==> config.mk <==
export PLATFORM = sky130hd
export DESIGN_NAME = draw_game
export DESIGN_NICKNAME = d
export VERILOG_FILES = /design/src/rtl/game_pkg.sv /design/src/rtl/draw_game_if.sv /design/src/rtl/draw_game_color_sel.sv /design/src/rtl/draw_game.sv
export SDC_FILE = /design/constraint.sdc
export NUM_CORES = 1
export LEC_CHECK = 0
export CAP_MARGIN = 20
export CORE_AREA = 4 4 41 43
export DETAILED_ROUTE_END_ITERATION = 12
export DIE_AREA = 0 0 45 47
export PLACE_DENSITY_LB_ADDON = 0.25
export SLEW_MARGIN = 15
export SYNTH_ARGS = -nofsm -noshare
export SYNTH_HDL_FRONTEND = slang
export SYNTH_SLANG_ARGS = --single-unit
==> constraint.sdc <==
create_clock -name clk -period 0.93 [get_ports clk]
set_input_delay 0.279 -clock clk [delete_from_list [all_inputs] [get_ports clk]]
set_output_delay 0.279 -clock clk [all_outputs]
set_load 0.01 [all_outputs]
==> src/rtl/game_pkg.sv <==
// Shared colour constants and pixel types for the Flappy-Bird VGA pipeline.
package game_pkg;

  localparam logic [23:0] COLOR_BIRD  = 24'hFF0000;
  localparam logic [23:0] COLOR_PIPE  = 24'h00FF00;
  localparam logic [23:0] COLOR_SKY   = 24'h4EC0CA;
  localparam logic [23:0] COLOR_BLACK = 24'h000000;

  typedef struct packed {
    logic [7:0] red;
    logic [7:0] green;
    logic [7:0] blue;
  } rgb_t;

  // Object-flag pair as {bird, pipe}
  typedef enum logic [1:0] {
    PIX_SKY  = 2'b00,
    PIX_PIPE = 2'b01,
    PIX_BIRD = 2'b10,
    PIX_BOTH = 2'b11
  } pix_kind_t;

endpackage

==> src/rtl/draw_game_if.sv <==
// Object-flag select into the colour mux and the resulting pixel colour.
interface draw_game_if;
  import game_pkg::*;

  logic [1:0] sel;
  rgb_t       rgb;

  modport master (output sel, input rgb);
  modport slave  (input sel, output rgb);
endinterface

==> src/rtl/draw_game_color_sel.sv <==
// Combinational {bird, pipe} -> colour mux; an overlap falls back to sky.
module draw_game_color_sel
  import game_pkg::*;
#(
  parameter logic [23:0] BIRD_RGB = COLOR_BIRD,
  parameter logic [23:0] PIPE_RGB = COLOR_PIPE,
  parameter logic [23:0] SKY_RGB  = COLOR_SKY
) (
  draw_game_if.slave bus
);

  always_comb begin
    bus.rgb = rgb_t'(SKY_RGB);
    case (pix_kind_t'(bus.sel))
      PIX_PIPE: bus.rgb = rgb_t'(PIPE_RGB);
      PIX_BIRD: bus.rgb = rgb_t'(BIRD_RGB);
      default:  bus.rgb = rgb_t'(SKY_RGB);
    endcase
  end

endmodule

==> src/rtl/draw_game.sv <==
// Pixel colour stage: registers the selected colour and a bird/pipe collision flag.
// One clock of latency; all outputs reset asynchronously to RESET_RGB / no collision.
module draw_game
  import game_pkg::*;
#(
  parameter logic [23:0] BIRD_RGB  = COLOR_BIRD,
  parameter logic [23:0] PIPE_RGB  = COLOR_PIPE,
  parameter logic [23:0] SKY_RGB   = COLOR_SKY,
  parameter logic [23:0] RESET_RGB = COLOR_BLACK
) (
  input  logic       clk,
  input  logic       bird_color,
  input  logic       pipe_color,
  output logic [7:0] red,
  output logic [7:0] green,
  output logic [7:0] blue,
  input  logic       rst,
  output logic       collision
);

  draw_game_if sel_bus ();

  assign sel_bus.sel = {bird_color, pipe_color};

  draw_game_color_sel #(
    .BIRD_RGB (BIRD_RGB),
    .PIPE_RGB (PIPE_RGB),
    .SKY_RGB  (SKY_RGB)
  ) u_color_sel (
    .bus (sel_bus.slave)
  );

  always_ff @(posedge clk or posedge rst) begin
    if (rst) begin
      {red, green, blue} <= RESET_RGB;
      collision          <= 1'b0;
    end else begin
      {red, green, blue} <= sel_bus.rgb;
      collision          <= bird_color & pipe_color;
    end
  end

endmodule

==> results of run 1 <==
==> how the worst max path moves through the flow <==
stage	startpoint	to	slack [ps]	cells past startpoint
2_1_floorplan	green[5]	green[1]	60	1
3_3_place_gp	green[5]	green[5]	-290	1
3_5_place_dp	green[5]	green[3]	-310	1
4_1_cts	green[5]	green[3]	-170	1
5_1_grt	green[5]	green[4]	-210	1
6_report	green[5]	green[3]	-150	1
==> area by class of cell <==
cell class	instances	area (sq um)	share of cell area, %
Sequential cell	6	150.1	34.58
Multi-Input combinational cell	9	77.57	17.87
Tap cell	15	18.77	4.323
Inverter	5	18.77	4.323
Clock buffer	3	22.52	5.187
Timing Repair Buffer	25	146.4	33.72
==> registers in the layout, indices dropped and copies added (netlist names) <==
| name | count |
|---|---|
| green | 2 |
| red | 2 |
| blue | 1 |
| collision | 1 |
==> synthesized netlist by cell type <==
| cell | count | area share, % |
|---|---|---|
| buf_4 | 19 | 38 |
| conb_1 | 1 | 0.99 |
| dfrtp_1 | 6 | 40 |
| ha_1 | 5 | 17 |
| inv_1 | 5 | 5.0 |
==> repair_timing <==
item	in CTS	in global routing
gates resized for setup	86	1
pin swaps	0	0
endpoints found under the setup margin	24	21
==> cell families after synthesis <==
logic type,after synthesis,synth area share (%)
other,1,0.9924
adder cells (fa/ha/maj),5,16.56
flip-flops,6,39.73
buffers and inverters,24,42.72
==> power by group <==
group	total [mW]	switching, mW	internal, mW	leakage [nW]
combinational	0.130	0.0752	0.0548	0.182
sequential	0.288	0.0105	0.278	0.0709
clock	0.234	0.0882	0.146	0.0138
==> metrics by stage <==
stage	TNS [ps]	std cells	power [mW]	hold slack, ps	area [sq um]
2_1_floorplan	0	39	0.4129	69.96	389.1
3_3_place_gp	-6707	60	0.4788	501.7	513.0
3_5_place_dp	-7090	60	0.4823	509.2	513.0
4_1_cts	-2964	63	0.6700	243.2	427.9
5_1_grt	-3677	63	0.7123	254.6	434.2
6_report	-2634	63	0.6520	241.2	434.2
==> per-layer routing <==
layer  vias up  wire length [um]  track usage, %
met5         -                 0               0
met3         3                85           3.448
met1        93               129           4.640
met2        14               379           11.86
met4         0                29           10.53
li1        104                 -               -
==> flow_metrics.py, run 1 <==
metrics = {
    "layout": {
        "layout_common_cells": "buf_2 (20), dfrtp_1 (6), inv_1 (5), ha_1 (5), conb_1 (4)",
        "final_nets": 59,
        "mostFrequentLayoutCell": "buf_2",
        "nFillCells": 156,
        "final_util_pct": 33.37,
        "antenna_cells": 0,
        "layout-drive-gt1-share_pct": 52.08,
        "area.growth.synth_to_final_pct": 14.90,
    },
    "synthesis": {
        "ys_seq_area_share_pct": 39.74,
        "ys_types": 5,
        "synthesis.instances": 36,
        "ys_ff_latch": 6,
        "ys_warn_count": 0,
        "syn_area_sq_um": 377.9,
        "syn_area_per_cell_sq_um": 10.50,
    },
    "clocking": {
        "cts_hold_buf": 0,
        "cts_root_buf": "clkbuf_4",
        "clkSinkCount": 6,
        "cts_made_buffers": 3,
        "cts_buffer_depth": 2,
        "cts_max_level": 1,
        "clkSlewWorstSetupHoldPaths_ps": 40,
        "cts_setup_buffers": 0,
        "cts_tree": "done",
    },
    "power_and_ir_drop": {
        "vdd_drop_max_uv": 529.1,
        "powerDensity_mw_per_mm2": 1502,
        "p_leak_nw": 0.2671,
    },
    "drt": {
        "drtPass1Iterations": 1,
        "first_iter_violations": 0,
        "viasPerCell": 3.397,
        "post-route-drc-count": 0,
        "avgRoutedWirePerCell_um": 9.905,
        "vias": 214,
        "routed_wl_um": 624,
        "ant_nets": 0,
    },
    "run": {
        "drv_cap": 0,
    },
    "setup_path": {
        "cp_top_family": "flip-flops",
        "cpPeakStageDelay_ps": 400,
        "path_buf_inv": 1,
        "critPathRequiredTime_ps": 650,
        "path_class": "flop to primary output",
        "start_kind": "flop",
        "critPathMaxFanout": 6,
        "cpMaxStageDelayCell": "dfrtp_1",
        "path_cells": "buf_2",
        "crit_arrival_ps": 800,
        "end_kind": "primary output",
    },
    "place": {
        "io_buffers": 24,
        "gp_congestion": 0.5872,
        "hpwlAfterDp_um": 547,
        "place_ws_ps": -311.8,
    },
    "timing": {
        "layout_setup_ws_ps": -146.7,
        "final_hold_viol_count": 0,
        "final_max_slew_viol_count": 0,
        "setup_violations": 21,
        "fmax_mhz": 928.7,
        "period_share_pct": 115.8,
        "finalCriticalPeriod_ps": 1077,
        "rsz0062_at_grt": "true",
    },
    "die": {
        "die_x_um": 45,
        "ioPinCount": 29,
        "dieHeight_um": 47,
        "dieArea_sq_mm": 0.002115,
        "initial_core_util_pct": 29.04,
        "fp-row-count": 13,
        "coreArea_sq_mm": 0.001301,
    },
    "grt": {
        "grt_max_degree": 7,
        "grt_first_pass_wirelength_um": 910,
        "antenna_found_initial": 0,
        "grt_usage_pct": 7.080,
        "grt-ovfl-total": 0,
        "grt_pass1_vias": 197,
    },
    "run_status": {
        "violations": "setup timing",
        "run_status": "finished, violations left",
    },
    "hold_path": {
        "hold_path.class": "input port to asynchronous set/reset pin",
    },
}
Note: power is estimated with default switching activity, not from simulation.
==> run 2: changes to the inputs <==
--- a/config.mk
+++ b/config.mk
@@ -10,6 +10,7 @@
 export DETAILED_ROUTE_END_ITERATION = 12
 export DIE_AREA = 0 0 45 47
 export PLACE_DENSITY_LB_ADDON = 0.25
+export SKIP_LAST_GASP = 1
 export SLEW_MARGIN = 15
 export SYNTH_ARGS = -nofsm -noshare
 export SYNTH_HDL_FRONTEND = slang
==> results of run 2 <==
No change in the layout: final DEF, timing and power equal those of run 1.
